[config.mk]
export PLATFORM = sky130hd
export DESIGN_NAME = sos_ctrl_module
export DESIGN_NICKNAME = d
export VERILOG_FILES = /design/src/rtl/sos_ctrl_module.sv
export SDC_FILE = /design/constraint.sdc
export NUM_CORES = 1
export LEC_CHECK = 0
export BUFFER_PORTS_ARGS = -buffer_cell sky130_fd_sc_hd__buf_2
export CAP_MARGIN = 20
export CORE_UTILIZATION = 54
export CTS_CLUSTER_SIZE = 8
export DETAILED_ROUTE_END_ITERATION = 8
export GPL_TIMING_DRIVEN = 0
export PLACE_DENSITY = 0.84
export SKIP_CTS_REPAIR_TIMING = 1
export SYNTH_ARGS = -nofsm -noshare
export SYNTH_HDL_FRONTEND = slang
export SYNTH_SLANG_ARGS = --single-unit
[constraint.sdc]
create_clock -name CLK -period 2.3 [get_ports CLK]
set_clock_uncertainty 0.05 [all_clocks]
set_input_delay 0.345 -clock CLK [delete_from_list [all_inputs] [get_ports CLK]]
set_output_delay 0.345 -clock CLK [all_outputs]
set_load 0.02 [all_outputs]
[src/rtl/sos_ctrl_module.sv]
// sos_ctrl_module
// Sequences the S, O and S letter generators to form one SOS frame. It inserts
// millisecond-timed letter and word gaps, repeats frames while enabled, muxes
// the active generator's LED pin onto one output, and flags a generator that
// never completes.
//
// Ports
//   CLK, RSTn          system clock, asynchronous active-low reset
//   En_Sig             run request (level)
//   S_Done_Sig         one-cycle completion pulse from the S generator
//   O_Done_Sig         one-cycle completion pulse from the O generator
//   S_Pin_In           S generator LED pin (active-low)
//   O_Pin_In           O generator LED pin (active-low)
//   S_Start_Sig        level start to the S generator
//   O_Start_Sig        level start to the O generator
//   Pin_Out            muxed LED pin (active-low, combinational)
//   Busy_Sig           high in any state except IDLE
//   Frame_Done_Sig     one-cycle pulse per completed frame
//   Letter_Idx         0 idle/gap, 1 first S, 2 O, 3 second S
//   Err_Sig            sticky generator-timeout flag
//
// state     | meaning
// ----------+--------------------------------------------------
// IDLE      | waiting for En_Sig
// RUN_S1    | first S letter running, waiting for S_Done_Sig
// GAP1      | letter gap before the O
// RUN_O     | O letter running, waiting for O_Done_Sig
// GAP2      | letter gap before the second S
// RUN_S2    | second S letter running, waiting for S_Done_Sig
// FRAME_END | one cycle: count the frame, pulse Frame_Done_Sig
// WORD_GAP  | gap between frames; En_Sig low aborts to IDLE
module sos_ctrl_module #(
  parameter logic [15:0] T1MS          = 16'd49_999,
  parameter logic [9:0]  LETTER_GAP_MS = 10'd150,
  parameter logic [9:0]  WORD_GAP_MS   = 10'd350,
  parameter logic [7:0]  N_FRAMES      = 8'd0,
  parameter logic [9:0]  TIMEOUT_MS    = 10'd1000
) (
  input  logic       CLK,
  input  logic       RSTn,
  input  logic       En_Sig,
  input  logic       S_Done_Sig,
  input  logic       O_Done_Sig,
  input  logic       S_Pin_In,
  input  logic       O_Pin_In,
  output logic       S_Start_Sig,
  output logic       O_Start_Sig,
  output logic       Pin_Out,
  output logic       Busy_Sig,
  output logic       Frame_Done_Sig,
  output logic [1:0] Letter_Idx,
  output logic       Err_Sig
);

  typedef enum logic [2:0] {
    IDLE, RUN_S1, GAP1, RUN_O, GAP2, RUN_S2, FRAME_END, WORD_GAP
  } state_t;

  state_t      state, state_nxt;
  logic [15:0] pre_cnt;
  logic [9:0]  ms_cnt;
  logic [7:0]  frame_cnt, frame_cnt_d;
  logic        s_start_d, o_start_d, busy_d, frame_done_d, err_d;
  logic [1:0]  letter_idx_d;
  logic        ms_tick, gap_done, word_done, to_hit, more_frames, timer_run, in_run;

  // A delay of N ms ends on the edge where the Nth ms completes, so a gap
  // lasts exactly N*(T1MS+1) cycles from its entry edge.
  assign ms_tick     = (pre_cnt == T1MS);
  assign gap_done    = ms_tick && (ms_cnt == LETTER_GAP_MS - 10'd1);
  assign word_done   = ms_tick && (ms_cnt == WORD_GAP_MS - 10'd1);
  assign to_hit      = ms_tick && (ms_cnt == TIMEOUT_MS - 10'd1);
  assign more_frames = (N_FRAMES == 8'd0) || (frame_cnt < N_FRAMES);
  assign in_run      = (state == RUN_S1) || (state == RUN_O) || (state == RUN_S2);
  assign timer_run   = in_run || (state == GAP1) || (state == GAP2) || (state == WORD_GAP);

  // State register
  always_ff @(posedge CLK or negedge RSTn) begin
    if (!RSTn) state <= IDLE;
    else       state <= state_nxt;
  end

  // Next-state logic; a Done pulse takes priority over a same-cycle timeout.
  always_comb begin
    state_nxt = state;
    case (state)
      IDLE:      if (En_Sig) state_nxt = RUN_S1;
      RUN_S1:    if (S_Done_Sig) state_nxt = GAP1;
                 else if (to_hit) state_nxt = IDLE;
      GAP1:      if (gap_done) state_nxt = RUN_O;
      RUN_O:     if (O_Done_Sig) state_nxt = GAP2;
                 else if (to_hit) state_nxt = IDLE;
      GAP2:      if (gap_done) state_nxt = RUN_S2;
      RUN_S2:    if (S_Done_Sig) state_nxt = FRAME_END;
                 else if (to_hit) state_nxt = IDLE;
      FRAME_END: state_nxt = (En_Sig && more_frames) ? WORD_GAP : IDLE;
      WORD_GAP:  if (!En_Sig) state_nxt = IDLE;
                 else if (word_done) state_nxt = RUN_S1;
      default:   state_nxt = IDLE;
    endcase
  end

  // Output logic: outputs are decoded from the next state and registered, so
  // they change on the same edge as the state register.
  always_comb begin
    s_start_d    = (state_nxt == RUN_S1) || (state_nxt == RUN_S2);
    o_start_d    = (state_nxt == RUN_O);
    busy_d       = (state_nxt != IDLE);
    frame_done_d = (state_nxt == FRAME_END);
    case (state_nxt)
      RUN_S1:  letter_idx_d = 2'd1;
      RUN_O:   letter_idx_d = 2'd2;
      RUN_S2:  letter_idx_d = 2'd3;
      default: letter_idx_d = 2'd0;
    endcase
    err_d       = Err_Sig;
    frame_cnt_d = frame_cnt;
    if (state == IDLE && state_nxt == RUN_S1) begin
      err_d       = 1'b0;
      frame_cnt_d = 8'd0;
    end
    if (in_run && state_nxt == IDLE) err_d = 1'b1;
    if (state_nxt == FRAME_END && state != FRAME_END && frame_cnt != 8'hFF)
      frame_cnt_d = frame_cnt + 8'd1;
  end

  always_ff @(posedge CLK or negedge RSTn) begin
    if (!RSTn) begin
      S_Start_Sig    <= 1'b0;
      O_Start_Sig    <= 1'b0;
      Busy_Sig       <= 1'b0;
      Frame_Done_Sig <= 1'b0;
      Letter_Idx     <= 2'd0;
      Err_Sig        <= 1'b0;
      frame_cnt      <= 8'd0;
    end else begin
      S_Start_Sig    <= s_start_d;
      O_Start_Sig    <= o_start_d;
      Busy_Sig       <= busy_d;
      Frame_Done_Sig <= frame_done_d;
      Letter_Idx     <= letter_idx_d;
      Err_Sig        <= err_d;
      frame_cnt      <= frame_cnt_d;
    end
  end

  // Prescaler and ms counter restart on every state change.
  always_ff @(posedge CLK or negedge RSTn) begin
    if (!RSTn) begin
      pre_cnt <= 16'd0;
      ms_cnt  <= 10'd0;
    end else if (state_nxt != state) begin
      pre_cnt <= 16'd0;
      ms_cnt  <= 10'd0;
    end else if (timer_run) begin
      if (ms_tick) begin
        pre_cnt <= 16'd0;
        ms_cnt  <= ms_cnt + 10'd1;
      end else begin
        pre_cnt <= pre_cnt + 16'd1;
      end
    end
  end

  always_comb begin
    case (Letter_Idx)
      2'd1, 2'd3: Pin_Out = S_Pin_In;
      2'd2:       Pin_Out = O_Pin_In;
      default:    Pin_Out = 1'b1;
    endcase
  end

endmodule
=== After elaboration in Yosys (flattened, before gate mapping) ===
Index checks and enable logic that the tools add are counted.

* Register bits after elaboration: 36
* Input port bits: 7
* Output and inout bits: 8
* Word-level logic and storage cells: 70

* Add/subtract/negate cells: 2
* Equality and inequality tests: 19
* Mux-type cells: 21
* Reductions and logical operators: 19

{| class="wikitable"
|+ Operator list
! operator !! count
|-
| 2-to-1 mux 16 bit || 3
|-
| 2-to-1 mux 10 bit || 3
|-
| 2-to-1 mux 3 bit || 10
|-
| case mux 3 bit (8 select lines) || 1
|-
| == test 3 bit (second input constant) || 6
|-
| adder 16 x 1 -> 16 bit (second input constant) || 1
|-
| == test 16 bit (second input constant) || 1
|-
| adder 10 x 1 -> 10 bit (second input constant) || 1
|-
| == test 10 bit (second input constant) || 1
|-
| == test 10 x 8 -> 1 bit (second input constant) || 1
|-
| == test 10 x 9 -> 1 bit (second input constant) || 1
|-
| == test 3 x 2 -> 1 bit (second input constant) || 3
|-
| == test 3 x 1 -> 1 bit (second input constant) || 2
|-
| logical NOT 3 bit || 2
|-
| logical OR 1 bit || 6
|-
| case mux 2 bit (3 select lines) || 1
|-
| nonzero test 2 bit || 3
|-
| logical AND 1 bit || 5
|-
| == test 2 bit (second input constant) || 2
|-
| != test 3 bit || 1
|-
| nonzero test 3 bit || 1
|-
| == test 2 x 1 -> 1 bit (second input constant) || 1
|-
| 2-to-1 mux 1 bit || 2
|-
| case mux 1 bit (2 select lines) || 1
|-
| other kinds (2) || 2
|}

=== Longest topological paths before layout ===
* Depth in word-level cells: 9
* Depth in mapped cells: 10
* Mapped depth without buffers: 9

=== Least setup slack after synthesis ===
Ideal clock, no wire load.

* Kind: reg2reg
* Start: register pre_cnt[0]
* End: register ms_cnt[9]
* Library setup time: 121 ps
* Arrival: 2057 ps
* Required time: 2129 ps
* Path slack: 72 ps
* Stages on the path, launching flop included: 9
* Path buffers: 1
* Clock period less this slack: 2228 ps
* Path through: dfrtp_1 -> ha_1 -> and3_1 -> and4_1 -> buf_2 -> nand4_2 -> or4_1 -> a21o_1 -> a22o_1

* Word-level cells in the longest chain between the ends: 8
* Elaborated cells on any way between the ends: 18
* Classes of those cells: 2 x eq/ne; 10 x mux; 6 x reduce/logical

{| class="wikitable"
|+ Ends and longest elaborated chain
! what !! line !! source
|-
| from (decl) || 60 || <nowiki>logic [15:0] pre_cnt;</nowiki>
|-
| from (signal assigned) || 160 || <nowiki>pre_cnt <= pre_cnt + 16'd1;</nowiki>
|-
| == test 16 bit * || 69 || <nowiki>assign ms_tick = (pre_cnt == T1MS);</nowiki>
|-
| logical AND 1 bit (on tied branches) || 71, 72 ||
|-
| 2-to-1 mux 3 bit (on tied branches) (2 in series) || - ||
|-
| case mux 3 bit (8 select lines) || 86 || <nowiki>case (state)</nowiki>
|-
| != test 3 bit || 152 || <nowiki>end else if (state_nxt != state) begin</nowiki>
|-
| nonzero test 2 bit (no source line) || - ||
|-
| AND reduction 2 bit (no source line) || - ||
|-
| to (signal assigned) || 158 || <nowiki>ms_cnt <= ms_cnt + 10'd1;</nowiki>
|-
| to (decl) || 61 || <nowiki>logic [9:0] ms_cnt;</nowiki>
|}

Mark *: on every way between the ends. The rest lies on a longest branch, timed or not.
A chain may end at the register's enable or synchronous reset.

=== Final worst setup path ===
* Start: register ms_cnt[0]
* End: register ms_cnt[4]

* Word-level cells in the longest chain between the ends: 8
* Elaborated cells on any way between the ends: 23
* Classes of those cells: 1 x add/sub; 4 x eq/ne; 12 x mux; 6 x reduce/logical

{| class="wikitable"
|+ Ends and longest elaborated chain
! what !! line
|-
| == test 10 x 9 -> 1 bit or == test 10 bit (tied branches) || 71, 72
|-
| logical AND 1 bit (on tied branches) || 71, 72
|-
| 2-to-1 mux 3 bit (on tied branches) (2 in series) || -
|-
| case mux 3 bit (8 select lines) || 86
|-
| != test 3 bit || 152
|-
| nonzero test 2 bit (no source line) || -
|-
| AND reduction 2 bit (no source line) || -
|}

Parallel ways exist; a longest one is shown, timed or not. The select of a mux whose other input is x is not followed.

==> reports/results.ini <==
[floorplanning]
die_area_sq_um = 4400
core_area_sq_um = 3970
top_level_ports = 15
initial_core_util_pct = 56.2
die_h_um = 66.3
rows = 23
die_w_um = 66.3

[setup_path]
endpoint = ms_cnt[4]
path_class = flop to flop
r2r-start = ms_cnt[0]
startpoint = ms_cnt[0]
cp.arrival_ns = 2.62
worstSetupEndpointType = flop
reg2regPathDepth = 10
r2r_end = ms_cnt[4]
worstPathMaxFanout = 4
cp.required_ns = 2.43
worst-r2r-setup-slack_ns = -0.20
cp-start-kind = flop

[cts]
cts-root-buf = clkbuf_8
cts_tree = yes
h-tree-depth = 2
clock_path_buffers = 2
clk_pin_slew_ns = 0.08
numCtsBuffers = 5
clock_latency_ns = 0.29
clock-sinks = 35

[sta]
final.period_utilization_pct = 108
holdWs_ns = 0.0816
finalSetupViolCount = 26
setup_slack_ns = -0.195
hold_viol_final = 0
fmax_mhz = 401
relSlewSlack_pct = 47.1
finalMaxSlewViolations = 0
layout_min_cycle_time_ns = 2.50
rsz0062_at_grt = true
tightestPinTransition_ns = 0.794

[yosys]
ys_seq_area_share_pct = 39.2
synthesis.nets = 260
ys.warnings.count = 0
ys_ff_latch = 35
synthArstFlopShare_pct = 100
synth-main-ff-cell = dfrtp_1
yosys-top-cells-area = dfrtp_1, nand3_1, nand2_1
synth_cell_types = 53
synth_edf_count = 0
netlist_area_sq_um = 2230
yosysTopAreaCell = dfrtp_1
avgSynthCellArea_sq_um = 8.93
syn_inst = 250
synth_top_area_share_pct = 39.2

[hold_path]
hold_class = input pin to async pin

[global_route]
grt_pass1_vias = 1817
grt_max_degree = 36
grt_overflow = 0
antenna_found_initial = 0
grt_first_pass_wirelength_um = 8560
grt_use_total_pct = 26.0

[route]
drt_iter0_markers = 346
drtPass1Iterations = 5
drtAntennaViolNets = 0
vias = 2264
drc_errors = 0
wirelength_um = 6440
wire_per_inst_um = 19.2
via_per_inst = 6.74

[power_and_ir_drop]
fin_total_pwr_mw = 2.97
power.switching_mw = 1.38
intPower_mw = 1.60
p_leak_nw = 1.21
p_per_area_nw_per_um2 = 1060
p_sw_share_pct = 46.4
combPwrFrac_pct = 59.4
seqPwrFrac_pct = 25.7
clock_power_share_pct = 14.9
ir_worst_vdd_uv = 534

[run_status]
violations = setup timing
status = finished, violations left

[place]
dp_hpwl_um = 3640
port_buffers = 13
gp_congestion = 0.895

[cells_and_area]
fin_nets = 295
drive_above_1_share_pct = 32.5
syn_to_final_growth_pct = 26.1
insertedDiodeCount = 0
nFillCells = 287

[job]
drv_cap = 0

[sequential cells by signal, summed over array words and instances (netlist names)]
signal,flops
Busy_Sig,1
Err_Sig,1
Frame_Done_Sig,1
Letter_Idx,2
O_Start_Sig,1
ms_cnt,10
pre_cnt,16
state,3
[layout make-up]
| class | count | area (sq um) | share of cell area (%) |
|---|---|---|---|
| flip-flops and latches | 35 | 882 | 31.3 |
| clock buffers | 7 | 76.3 | 2.71 |
| repair buffers | 28 | 193 | 6.84 |
| clock inverters | 1 | 5.00 | 0.178 |
| plain buffers | 13 | 82.6 | 2.93 |
| inverters | 7 | 26.3 | 0.933 |
| well taps | 50 | 62.6 | 2.22 |
| multi-input cells | 195 | 1490 | 52.8 |
[power groups by stage]
stage / clock [mW] / combinational, mW / sequential, mW
after floorplan: 0 / 0.895 / 0.794
after global placement: 0 / 1.21 / 0.766
after detailed placement: 0 / 1.24 / 0.771
after CTS: 0.447 / 1.24 / 0.758
after global routing: 0.472 / 1.85 / 0.773
final: 0.443 / 1.77 / 0.765
[per-layer routing]
metal / share of wire, % / track usage [%] / routed length [um]
met5: 0 / 0 / 0
met4: 3.2 / 11.7 / 207
met3: 7.5 / 5.00 / 486
met2: 50 / 40.3 / 3230
met1: 39 / 34.7 / 2520
[logic make-up (layout without fill, tap and decap cells)]
family,after synthesis,in the layout,synth area share (%)
buffers and inverters,20,56,4.32
multiplexers,1,1,0.448
AND/OR/NAND/NOR,121,121,33.0
adder cells (fa/ha/maj),3,3,1.68
AO/OA/AOI/OAI,68,68,20.5
XOR/XNOR,2,2,0.785
flip-flops,35,35,39.2
[metrics by stage]
| step | std cells | instance area [sq um] | setup TNS (ns) | utilization, % | worst slack, ns |
|---|---|---|---|---|---|
| after global routing | 336 | 2820 | -5.92 | 70.9 | -0.280 |
| after CTS | 322 | 2450 | -5.30 | 61.6 | -0.335 |
| after floorplan | 250 | 2230 | 0 | - | 0.0721 |
| after global placement | 313 | 2360 | -4.33 | 59.4 | -0.293 |
| after detailed placement | 314 | 2360 | -4.68 | 59.5 | -0.310 |
| final | 336 | 2820 | -3.65 | 70.9 | -0.195 |
[placed cells by master (no fill, tap or decap), types with 3 or more instances in the layout]
cell      count
nand3_2       8
a22o_1        7
nor4b_4       3
nor2b_1       6
buf_4        15
nor3_1        5
o21ai_1       4
a21o_1        4
o311ai_2      5
nand2b_1      4
nand2_1      22
o31ai_2       3
clkbuf_1      7
nand4_1       5
and3_1        9
inv_1         7
nand3_1      11
buf_2        17
clkbuf_8      5
and2_1        4
dfrtp_1      30
dfrtp_2       5
nor2_1       15
o21ai_0      11
and4bb_2      4
o21ai_2       3
a21oi_1      14
nor3b_1       3
[cells in the mapped netlist, types with 2 or more instances]
cell       number
a21o_1          4
a21oi_1        14
a22o_1          7
a31oi_1         2
a41oi_1         2
and2_1          4
and3_1         11
and4_1          2
and4bb_2        3
buf_2           5
buf_4           2
clkbuf_1        5
dfrtp_1        35
ha_1            3
inv_1           7
nand2_1        23
nand2b_1        4
nand3_1        19
nand4_1         5
nand4_2         2
nand4b_1        2
nor2_1         17
nor2b_1         6
nor3_1          5
nor3b_1         3
nor4b_1         2
o211ai_1        2
o21ai_0        15
o21ai_1         3
o2bb2ai_1       3
o311ai_1        5
o31ai_1         5
or3_1           2
or4_1           2
[critical path: stages (launching register included)]
cell	delay (ns)
dfrtp_2	0.41
ha_2	0.19
nand4b_1	0.16
nor4b_4	0.35
buf_4	0.19
a211oi_2	0.08
nand3b_1	0.30
o21ai_4	0.16
buf_4	0.15
o21ai_0	0.10
a22o_1	0.23
[worst min path at each step]
stage	to	slack, ns	cells after the start
global placement	pre_cnt[3]	0.42	1
finish	pre_cnt[0]	0.08	1
global route	pre_cnt[2]	0.15	1
detailed placement	pre_cnt[3]	0.43	1
CTS	pre_cnt[3]	0.12	1
floorplan	Busy_Sig	-0.0006	0
No activity file was read; power rests on OpenSTA's default activity.
